[config.mk]
export PLATFORM = sky130hd
export DESIGN_NAME = hpf_y_sink_packer
export DESIGN_NICKNAME = d
export VERILOG_FILES = /design/src/rtl/hpf_y_sink_packer.sv
export SDC_FILE = /design/constraint.sdc
export NUM_CORES = 1
export LEC_CHECK = 0
export ABC_CLOCK_PERIOD_IN_PS = 2620
export BUFFER_PORTS_ARGS = -buffer_cell sky130_fd_sc_hd__buf_2
export CORE_MARGIN = 3
export CORE_UTILIZATION = 30
export DETAILED_ROUTE_END_ITERATION = 10
export GPL_TIMING_DRIVEN = 1
export MAX_ROUTING_LAYER = met4
export PLACE_DENSITY = 0.49
export RECOVER_POWER = 100
export SYNTH_ARGS = -nofsm -noshare
export SYNTH_HDL_FRONTEND = slang
export SYNTH_SLANG_ARGS = --single-unit
[constraint.sdc]
create_clock -name i_CLK -period 2.62 [get_ports i_CLK]
set_input_delay 0.524 -clock i_CLK [delete_from_list [all_inputs] [get_ports i_CLK]]
set_output_delay 0.524 -clock i_CLK [all_outputs]
set_load 0.01 [all_outputs]
[src/rtl/hpf_y_sink_packer.sv]
// hpf_y_sink_packer: accepts 32-bit filter samples on the Y data/valid/ack handshake,
// buffers them in a small FIFO and serializes each one as a 5-byte frame (sync byte + 4 bytes MSB first).
// Latency: capture edge E, sync byte valid from E+1, frame complete on E+6 with ready held high.
// Backpressure: a full FIFO withholds the ack unless HPF_SINK_DROP_ON_FULL_EN is defined (then: ack, drop, set o_OVERFLOW).
module hpf_y_sink_packer #(
  parameter int         FIFO_DEPTH = 4,
  parameter int         ADDR_W     = 2,
  parameter logic [7:0] SYNC_BYTE  = 8'hA5
) (
  input  logic              i_CLK,
  input  logic              w_rstn,
  input  logic [31:0]       i_Y_DATA,
  input  logic              i_Y_DATA_VALID,
  output logic              o_Y_ACK,
  output logic [7:0]        o_BYTE,
  output logic              o_BYTE_VALID,
  input  logic              i_BYTE_READY,
  output logic [ADDR_W:0]   o_FIFO_COUNT,
  output logic              o_OVERFLOW,
  input  logic              i_CLR_OVF
);

  typedef enum logic [1:0] {
    ST_IDLE = 2'd0,
    ST_SYNC = 2'd1,
    ST_DATA = 2'd2
  } st_t;

  localparam logic [ADDR_W:0]   DEPTH_C = (ADDR_W+1)'(FIFO_DEPTH);
  localparam logic [ADDR_W:0]   CNT_ONE = (ADDR_W+1)'(1);
  localparam logic [ADDR_W-1:0] PTR_ONE = (ADDR_W)'(1);

  st_t               state;
  logic [31:0]       mem [FIFO_DEPTH];
  logic [ADDR_W-1:0] wr_ptr;
  logic [ADDR_W-1:0] rd_ptr;
  logic [31:0]       word;
  logic [1:0]        idx;
  logic [ADDR_W:0]   cnt_nxt;

  logic full;
  logic empty;
  logic offer;
  logic wr_en;
  logic ack_set;
  logic xfer;
  logic pop;

  assign full  = (o_FIFO_COUNT == DEPTH_C);
  assign empty = (o_FIFO_COUNT == '0);
  // The ack cycle itself never captures, so a held valid is taken only once.
  assign offer = i_Y_DATA_VALID && !o_Y_ACK;
  assign wr_en = offer && !full;
  assign xfer  = o_BYTE_VALID && i_BYTE_READY;
  // The serializer pops when idle, or when the last byte of a frame leaves so frames run back to back.
  assign pop   = !empty && ((state == ST_IDLE) ||
                            ((state == ST_DATA) && xfer && (idx == 2'd3)));

`ifdef HPF_SINK_DROP_ON_FULL_EN
  // Every offered sample is acked; samples arriving while full are discarded.
  assign ack_set = offer;

  // Sticky drop flag; a drop on the same edge as a clear keeps the flag set.
  always_ff @(posedge i_CLK or negedge w_rstn) begin
    if (!w_rstn) begin
      o_OVERFLOW <= 1'b0;
    end else if (offer && full) begin
      o_OVERFLOW <= 1'b1;
    end else if (i_CLR_OVF) begin
      o_OVERFLOW <= 1'b0;
    end
  end
`else
  logic unused_clr_ovf;

  // Only stored samples are acked; a full FIFO stalls the producer.
  assign ack_set        = wr_en;
  assign o_OVERFLOW     = 1'b0;
  assign unused_clr_ovf = i_CLR_OVF;
`endif

  // Single-cycle acknowledge for each accepted (or dropped) sample.
  always_ff @(posedge i_CLK or negedge w_rstn) begin
    if (!w_rstn) begin
      o_Y_ACK <= 1'b0;
    end else begin
      o_Y_ACK <= ack_set;
    end
  end

  // Next occupancy: a write and a pop on the same edge cancel out.
  always_comb begin
    cnt_nxt = o_FIFO_COUNT;
    if (wr_en && !pop) begin
      cnt_nxt = o_FIFO_COUNT + CNT_ONE;
    end else if (!wr_en && pop) begin
      cnt_nxt = o_FIFO_COUNT - CNT_ONE;
    end
  end

  // FIFO storage; no reset needed since occupancy gates every read.
  always_ff @(posedge i_CLK) begin
    if (wr_en) begin
      mem[wr_ptr] <= i_Y_DATA;
    end
  end

  // FIFO pointers and registered occupancy count.
  always_ff @(posedge i_CLK or negedge w_rstn) begin
    if (!w_rstn) begin
      wr_ptr       <= '0;
      rd_ptr       <= '0;
      o_FIFO_COUNT <= '0;
    end else begin
      if (wr_en) wr_ptr <= wr_ptr + PTR_ONE;
      if (pop)   rd_ptr <= rd_ptr + PTR_ONE;
      o_FIFO_COUNT <= cnt_nxt;
    end
  end

  // Frame serializer: sync byte, then the word shifted out MSB first, one byte per transfer.
  always_ff @(posedge i_CLK or negedge w_rstn) begin
    if (!w_rstn) begin
      state        <= ST_IDLE;
      word         <= '0;
      idx          <= '0;
      o_BYTE       <= '0;
      o_BYTE_VALID <= 1'b0;
    end else begin
      case (state)
        ST_IDLE: begin
          o_BYTE_VALID <= 1'b0;
          if (pop) begin
            word         <= mem[rd_ptr];
            o_BYTE       <= SYNC_BYTE;
            o_BYTE_VALID <= 1'b1;
            state        <= ST_SYNC;
          end
        end
        ST_SYNC: begin
          if (xfer) begin
            o_BYTE <= word[31:24];
            word   <= {word[23:0], 8'h00};
            idx    <= 2'd0;
            state  <= ST_DATA;
          end
        end
        ST_DATA: begin
          if (xfer) begin
            if (idx == 2'd3) begin
              if (pop) begin
                word   <= mem[rd_ptr];
                o_BYTE <= SYNC_BYTE;
                state  <= ST_SYNC;
              end else begin
                o_BYTE_VALID <= 1'b0;
                state        <= ST_IDLE;
              end
            end else begin
              idx    <= idx + 2'd1;
              o_BYTE <= word[31:24];
              word   <= {word[23:0], 8'h00};
            end
          end
        end
        default: begin
          o_BYTE_VALID <= 1'b0;
          state        <= ST_IDLE;
        end
      endcase
    end
  end

endmodule

==> results of run 1 <==
[cell families after synthesis]
kind of cell             share of synthesized area, %
adder cells (fa/ha/maj)                          2.19
XOR/XNOR                                        0.729
flip-flops                                       71.7
AND/OR/NAND/NOR                                  4.98
multiplexers                                     11.6
other                                          0.0520
AO/OA/AOI/OAI                                    6.56
buffers and inverters                            2.24
[final timing paths]
check                      slack, ns        end        start  cells after the start
setup / recovery                0.22   word[17]     state[0]                      6
hold / removal                  0.33  mem[3][7]  i_Y_DATA[7]                      1
setup reg to reg                0.22   word[17]     state[0]                      6
hold reg to reg                 0.51  o_BYTE[1]     word[25]                      1
max in group asynchronous       0.56  wr_ptr[0]       w_rstn                      3
min in group asynchronous       0.73  o_BYTE[4]       w_rstn                      2
[stage by stage]
stage	setup WS (ns)	instance area (um2)	std cells
finish	0.220	8440	788
global route	0.0282	8440	788
CTS	0.168	8540	787
detailed placement	0.193	7900	754
global placement	0.225	7900	754
floorplan	0.192	7210	393
[power by group]
part,switching (mW),internal [mW],total [mW]
clock,1.24,1.39,2.63
combinational,1.95,1.52,3.46
sequential,0.363,3.77,4.13
total,3.55,6.67,10.2
[final cells by class]
type | count | area (um2)
clock buffer | 17 | 425
clock inverter | 15 | 204
fill | 2261 | 15100
inverter | 11 | 41.3
multi-input combinational | 180 | 1900
sequential | 181 | 5170
tap | 319 | 399
timing repair buffer | 65 | 295
[what timing repair did]
item / 4_1_cts / 5_1_grt
endpoints found under the hold margin: 11 / 0
setup endpoints to repair: 0 / 26
hold buffers: 1 / 0
gates resized for setup: 0 / 1
[cells in the mapped netlist, drive strengths merged (7+ instances only)]
| cell type | instances | area, um2 |
|---|---|---|
| a21oi | 9 | 45.0 |
| a221o | 24 | 240 |
| buf | 11 | 78.8 |
| clkbuf | 11 | 41.3 |
| dfrtp | 53 | 1330 |
| edfxtp | 128 | 3840 |
| ha | 11 | 138 |
| inv | 11 | 41.3 |
| mux2i | 8 | 80.1 |
| mux4 | 32 | 721 |
| nor2 | 13 | 48.8 |
| nor3b | 25 | 188 |
| o21ai | 7 | 35.0 |
[state kept, by name (all words and copies together), names as in the netlist]
signal and count:
o_BYTE 8, o_BYTE_VALID 1, o_FIFO_COUNT 3, wr_ptr 2, o_Y_ACK 1, idx 2
word 32, rd_ptr 2, state 2, mem 128
[worst max-delay path: stages (launching register included)]
cell       delay [ns]
dfrtp_1          0.43
inv_1            0.10
ha_1             0.32
a2bb2oi_1        0.71
a211o_1          0.19
clkbuf_4         0.35
a221o_1          0.22
[routing by layer]
| metal | GRT usage [%] | part of all wire, % |
|---|---|---|
| met1 | 16.1 | 47 |
| met5 | - | 0 |
| met4 | 3.99 | 1.0 |
| met2 | 18.9 | 48 |
| met3 | 2.90 | 3.8 |
==> flow_summary.json, run 1 <==
{
  "outcome": "finished, final reports clean",
  "tritoncts_clock_tree": "built",
  "hpwlAfterDp_um": 9000,
  "synth_flop_cell": "edfxtp_1",
  "ctsRootBufferMaster": "clkbuf_16",
  "placeableCoreArea_um2": 23500,
  "drcViolationCount": 0,
  "max_cap_violations": 0,
  "via_per_inst": 4.81,
  "hold_viol_final": 0,
  "first_global_vias": 3962,
  "skew_pair_late_insertion_delay_ns": 0.44,
  "count_of_flip_flops_with_a_built_in_enable_after_synthesis": 128,
  "ant_nets": 0,
  "cts_made_buffers": 17,
  "detail_route.iter0.violations": 217,
  "layout_commonest_cell": "edfxtp_1",
  "globalplace.congestion": 0.717,
  "ys_seq_elements": 181,
  "postSynthNetCount": 442,
  "rsz_0062_raised_after_global_routing": "no",
  "grt_first_pass_wirelength_um": 23200,
  "fp.dieH_um": 161,
  "critPathArrivalTime_ns": 2.76,
  "timing.slew.headroom_pct": 37.6,
  "worst_pin_slew_ns": 0.937,
  "avgSynthCellArea_um2": 18.4,
  "synth-seq-area-share_pct": 71.7,
  "cts.reportedPaths.clkPinSlew_ns": 0.08,
  "totalNegativeSetupSlack_ns": 0,
  "final_period_minus_worst_setup_slack_ns": 2.40,
  "netlist_instances": 393,
  "mostFrequentLayoutCells": "edfxtp_1, dfrtp_1, clkbuf_1",
  "fp.dieW_um": 161,
  "drive_gt1_share_pct": 18.6,
  "grt_max_degree": 34,
  "critical_path_peak_fanout": 28,
  "antenna_found_initial": 0,
  "cts_htree_levels": 4,
  "clock-skew-final_ns": 0.0216,
  "netlist-cell-type-count": 41,
  "max-clock-path-buffers": 2,
  "drtPass1Iterations": 5,
  "worstSetupStartpointType": "flip-flop",
  "antennaDiodeCount": 0,
  "totalPowerFinal_mw": 10.2,
  "final_net_count": 505,
  "pwr_density_cell_nw_per_um2": 1210,
  "yosysWarnings": 0,
  "fmax_mhz": 417,
  "hold_slack_ns": 0.334,
  "dieArea_um2": 25900,
  "clock_sink_count": 181,
  "worst_ep_required_time_ns": 2.98,
  "gr-total-overflow": 0,
  "finish.utilization_pct": 35.8,
  "synth_async_sr_flop_share_pct": 29.3,
  "timing.critical_path.to_type": "flip-flop",
  "boundaryPins": 51,
  "drv_slew": 0,
  "wl_per_cell_um": 18.8,
  "power.ir.vdd_worst_mv": 0.629,
  "groute.usage.overall_pct": 12.2,
  "critPathKind": "reg -> reg",
  "buffer_ports.inserted": 48,
  "finalWirelength_um": 14800,
  "vias": 3787,
  "post_synthesis_cell_area_um2": 7210,
  "hold_path.class": "in -> reg",
  "area_growth_pct": 17.0,
  "finalSetupViolCount": 0,
  "static_leakage_nw": 2.94,
  "layout_worst_path_cycle_share_pct": 91.6,
  "floorplan.rows": 56,
  "setup_fix_buffers_added_after_clock_tree_synthesis": 0,
  "initial_utilization_pct": 30.6
}
Power figures use the tool's default switching activity.
==> run 2, diff against run 1 <==
ABC_CLOCK_PERIOD_IN_PS = 2350   (was 2620)
PLACE_DENSITY = 0.5   (was 0.49)
clock period = 2.35 ns   (was 2.62 ns; I/O delays follow)
==> run 2 against run 1 <==
First-iteration DRC count fell by 6.9%. Design area is 0.79% higher. Non-clock buffer count rose by 6. Worst hold slack got worse by 0.041 ns. Cell count rose by 0.63%. Sequential share of layout area down 0.48 points. Critical path depth did not move. Critical endpoint is now word[28]. Largest cell class unchanged.
==> flow_summary.json, run 2 (synthesis results as in run 1) <==
{
  "outcome": "finished, final reports clean",
  "vias": 3736,
  "floorplan.rows": 56,
  "static_leakage_nw": 2.98,
  "mostFrequentLayoutCells": "edfxtp_1, dfrtp_1, clkbuf_1",
  "groute.usage.overall_pct": 12.0,
  "power.ir.vdd_worst_mv": 0.721,
  "boundaryPins": 51,
  "drcViolationCount": 0,
  "finish.utilization_pct": 36.1,
  "placeableCoreArea_um2": 23500,
  "fp.dieW_um": 161,
  "totalNegativeSetupSlack_ns": 0,
  "grt_use_met1_pct": 15.5,
  "timing.reg2reg.setup_slack_ns": 0.13,
  "timing.critical_path.to_type": "flip-flop",
  "register_with_the_most_flip_flops": "mem",
  "grt_first_pass_wirelength_um": 22800,
  "buffer_ports.inserted": 48,
  "finalSetupViolCount": 0,
  "fmax_mhz": 450,
  "cts_made_buffers": 17,
  "skew_pair_late_insertion_delay_ns": 0.43,
  "worst_ep_required_time_ns": 2.65,
  "drtPass1Iterations": 4,
  "ant_nets": 0,
  "fp.dieH_um": 161,
  "top_regs": "mem: 128 flops, word: 32 flops, o_BYTE: 8 flops",
  "tritoncts_clock_tree": "built",
  "timing.slew.headroom_pct": 38.6,
  "max_ffs_per_register": 128,
  "totalPowerFinal_mw": 11.4,
  "critPathKind": "reg -> reg",
  "critPathArrivalTime_ns": 2.52,
  "place_inst": 759,
  "dieArea_um2": 25900,
  "area_growth_pct": 17.9,
  "hold_viol_final": 0,
  "antennaDiodeCount": 0,
  "max_cap_violations": 0,
  "clock_sink_count": 181,
  "hold_path.class": "in -> reg",
  "wl_per_cell_um": 18.1,
  "worst_r2r_startpoint": "idx[0]",
  "grt_met3_usage_pct": 3.10,
  "filler_cell_count": 2232,
  "critical_path_peak_fanout": 28,
  "final_net_count": 510,
  "hpwlAfterDp_um": 8990,
  "detail_route.iter0.violations": 202,
  "final-instance-count-excl-fill": 793,
  "grtUsageMet2_pct": 18.9,
  "drv_slew": 0,
  "initial_utilization_pct": 30.6,
  "gr-total-overflow": 0,
  "r2r.worst_path.cells": 6,
  "cts_htree_levels": 4,
  "first_global_vias": 3959,
  "worstSetupStartpointType": "flip-flop",
  "max-clock-path-buffers": 2,
  "antenna_found_initial": 0,
  "rsz_0062_raised_after_global_routing": "no",
  "hold_path_depth": 1,
  "cts.reportedPaths.clkPinSlew_ns": 0.08,
  "hold_slack_ns": 0.294,
  "globalplace.congestion": 0.709,
  "hold_path_end": "mem[1][26]",
  "crit-reg2reg-capture": "word[28]",
  "finalWirelength_um": 14400,
  "pwr_density_cell_nw_per_um2": 1350,
  "ctsRootBufferMaster": "clkbuf_16",
  "grt_busiest_layer": "met2",
  "grt_max_degree": 34,
  "layout_worst_path_cycle_share_pct": 94.5,
  "timing.hold.worst.start": "i_Y_DATA[26]",
  "clock-skew-final_ns": 0.0121,
  "worst_pin_slew_ns": 0.922,
  "layout_commonest_cell": "edfxtp_1",
  "final_period_minus_worst_setup_slack_ns": 2.22,
  "drive_gt1_share_pct": 19.6,
  "via_per_inst": 4.71
}
run 2: changes by cell type in the layout (fill, tap and decap cells not counted), moves of 3 or more:
cell      previous run  this run
and2_0               4         1
and2_1               0         3
buf_4                2         5
buf_6                0         4
clkbuf_4             3         0
inv_6                0         4
run 2: worst max-delay path: stages (launching register included):
cell	delay, ns
dfrtp_1	0.41
ha_1	0.24
clkbuf_1	0.18
a21bo_2	0.26
a211o_1	0.28
buf_2	0.30
a221o_1	0.42
run 2: repair_timing:
action | CTS | global route
endpoints found under the hold margin | 14 | 0
setup endpoints to repair | 0 | 1
buffers inserted | 0 | 1
resized for setup | 0 | 1
hold buffers | 1 | 0
run 2: power breakdown:
group | leakage, nW | total, mW | internal, mW | switching [mW]
combinational | 0.829 | 4.03 | 1.81 | 2.22
clock | 0.304 | 2.89 | 1.55 | 1.34
sequential | 1.85 | 4.53 | 4.20 | 0.338
total | 2.98 | 11.4 | 7.55 | 3.89
run 2: area by class of cell:
cell class	instances	area, um2	share of cell area (%)
clock buffers	17	425	5.00
clock inverters	15	195	2.29
inverters	11	41.3	0.485
multi-input cells	179	1890	22.3
flip-flops and latches	181	5170	60.8
well taps	319	399	4.69
repair buffers	71	380	4.47
run 2: worst max-delay path by stage:
stage | depth (start not counted) | slack [ns] | start | to
floorplan | 12 | 0.0006 | state[0] | o_FIFO_COUNT[2]
global placement | 10 | 0.17 | state[0] | o_FIFO_COUNT[2]
detailed placement | 10 | 0.12 | state[0] | o_FIFO_COUNT[2]
CTS | 10 | 0.11 | state[0] | o_FIFO_COUNT[2]
global route | 6 | 0.009 | idx[0] | word[28]
finish | 6 | 0.13 | idx[0] | word[28]
run 2: stage by stage:
stage               worst slack [ns]  instance area (um2)
floorplan                   0.000600                 7220
finish                         0.130                 8510
global placement               0.169                 8000
CTS                            0.106                 8630
detailed placement             0.125                 8000
global route                 0.00870                 8510
run 2: layer usage:
layer	wire length, um	share of wire, %
met1	6640	46
met2	7040	49
met3	523	3.6
met4	177	1.2
met5	0	0
==> run 3, diff against run 2 <==
GPL_ROUTABILITY_DRIVEN = 0   (was default)
RECOVER_POWER = 25   (was 100)
==> run 3 against run 2 <==
Critical path depth up 4. Setup slack gained 0.027 ns. Cell count unchanged. Highest routed layer unchanged.
==> flow_summary.json, run 3 (synthesis results as in run 1) <==
{
  "final_period_minus_worst_setup_slack_ns": 2.19,
  "hold_viol_final": 0,
  "crit_path_largest_cell_delay_ns": 0.41,
  "buffer_ports.inserted": 48,
  "cellInternalPower_mw": 7.67,
  "share_comb_of_total_power_pct": 35.9,
  "floorplan.rows": 56,
  "clock-skew-final_ns": 0.0115,
  "totalPowerFinal_mw": 11.6,
  "tritoncts_clock_tree": "built",
  "register_with_the_most_flip_flops": "mem",
  "groute.usage.overall_pct": 12.0,
  "max_cap_violations": 0,
  "worst_pin_slew_ns": 0.589,
  "initial_utilization_pct": 30.6,
  "pwr_density_cell_nw_per_um2": 1340,
  "drive_gt1_share_pct": 24.9,
  "layout_commonest_cell": "edfxtp_1",
  "rsz_0062_raised_after_global_routing": "no",
  "top_regs": "mem: 128 flops, word: 32 flops, o_BYTE: 8 flops",
  "power.ir.vdd_worst_mv": 0.800,
  "finalWirelength_um": 14400,
  "finalWorstSetupSlack_ns": 0.157,
  "detail_route.iter0.violations": 225,
  "ant_nets": 0,
  "cts_htree_levels": 4,
  "hpwlAfterDp_um": 8990,
  "finish.instance_area_um2": 8610,
  "timing.slew.headroom_pct": 60.5,
  "max-clock-path-buffers": 2,
  "drtPass1Iterations": 4,
  "fp.dieW_um": 161,
  "drcViolationCount": 0,
  "boundaryPins": 51,
  "gr-total-overflow": 0,
  "wl_per_cell_um": 18.1,
  "cells_along_the_critical_path": "inv_1 -> ha_2 -> a41o_4 -> nand2_4 -> ha_1 -> inv_1 -> fa_1 -> xor2_1 -> nor2_1 -> xor2_1",
  "pre_cts_slack_ns": 0.125,
  "clock_sink_count": 181,
  "worstSetupStartpointType": "flip-flop",
  "critical_path_peak_fanout": 7,
  "outcome": "finished, final reports clean",
  "critPathArrivalTime_ns": 2.54,
  "finalSetupViolCount": 0,
  "placeableCoreArea_um2": 23500,
  "worst_ep_required_time_ns": 2.70,
  "mostFrequentLayoutCells": "edfxtp_1, dfrtp_1, mux4_2",
  "grt_max_degree": 34,
  "timing.critical_path.to_type": "flip-flop",
  "switching_power_mw": 3.90,
  "cpMaxStageDelayCell": "dfrtp_1",
  "layout_worst_path_cycle_share_pct": 93.3,
  "dieArea_um2": 25900,
  "critPathKind": "reg -> reg",
  "cts.reportedPaths.clkPinSlew_ns": 0.07,
  "p_sw_share_pct": 33.7,
  "post_dp_cell_area_um2": 8000,
  "drv_slew": 0,
  "via_per_inst": 4.68,
  "fp.dieH_um": 161,
  "final_net_count": 510,
  "antenna_found_initial": 0,
  "grt_first_pass_wirelength_um": 22800,
  "cts_made_buffers": 17,
  "ctsRootBufferMaster": "clkbuf_16",
  "power.sequential.fraction_pct": 39.1,
  "hold_path.class": "in -> reg",
  "antennaDiodeCount": 0,
  "skew_pair_late_insertion_delay_ns": 0.43,
  "fmax_mhz": 456,
  "totalNegativeSetupSlack_ns": 0,
  "vias": 3710,
  "power_frac_clock_pct": 25.0,
  "max_ffs_per_register": 128,
  "area_growth_pct": 19.4,
  "static_leakage_nw": 3.08,
  "first_global_vias": 3959
}
-- run 3: area by class of cell --
class	instances	area [um2]
well taps	319	399
repair buffers	71	484
fillers	2222	14900
inverters	11	41.3
clock buffers	17	425
flip-flops and latches	181	5170
multi-input cells	179	1890
clock inverters	15	195
-- run 3: path summary, 6_finish.rpt --
path                            slack, ns              end         start  depth (start not counted)
worst min register to register       0.51        o_BYTE[4]      word[28]                          1
min in group asynchronous            0.51        o_BYTE[6]        w_rstn                          2
worst max-delay path                 0.16  o_FIFO_COUNT[2]      state[1]                         10
worst min-delay path                 0.27       mem[2][11]  i_Y_DATA[11]                          1
worst max register to register       0.16  o_FIFO_COUNT[2]      state[1]                         10
max in group asynchronous            1.27          word[2]        w_rstn                          3
-- run 3: power groups by stage --
stage / combinational, mW / clock (mW) / sequential (mW)
3_3_place_gp: 4.12 / 0 / 4.58
6_report: 4.15 / 2.89 / 4.53
5_1_grt: 4.56 / 3.12 / 4.60
2_1_floorplan: 2.93 / 0 / 4.55
4_1_cts: 4.23 / 2.97 / 4.54
3_5_place_dp: 4.21 / 0 / 4.61
-- run 3: repair_timing --
| item | CTS | global route |
|---|---|---|
| setup buffers | 0 | 1 |
| hold buffers | 1 | 0 |
| hold endpoints to repair | 14 | 0 |
| resized for setup | 0 | 1 |
| setup endpoints to repair | 0 | 1 |
-- run 3: critical path: cells and delay by family, from the launching register on --
| kind | cells | cell delay, ns |
|---|---|---|
| flops | 1 | 0.41 |
| fa+ha+maj | 3 | 0.74 |
| simple gates | 2 | 0.19 |
| xor+xnor | 2 | 0.33 |
| compound gates | 1 | 0.28 |
| buf+inv | 2 | 0.15 |
-- run 3: per-stage QoR --
stage	utilization [%]	hold WS, ns	instances
floorplan	-	0.174	393
global route	36.6	0.254	793
CTS	36.7	0.228	792
finish	36.6	0.267	793
global placement	34.0	0.423	759
detailed placement	34.0	0.432	759
-- run 3: metal layers --
metal,share of wire [%],vias up,track usage [%],wire (um)
met3,3.5,11,3.10,500
met1,46,1920,15.5,6630
li1,-,1708,-,-
met5,0,-,-,0
met2,49,71,18.9,7050
met4,1.2,0,3.64,178
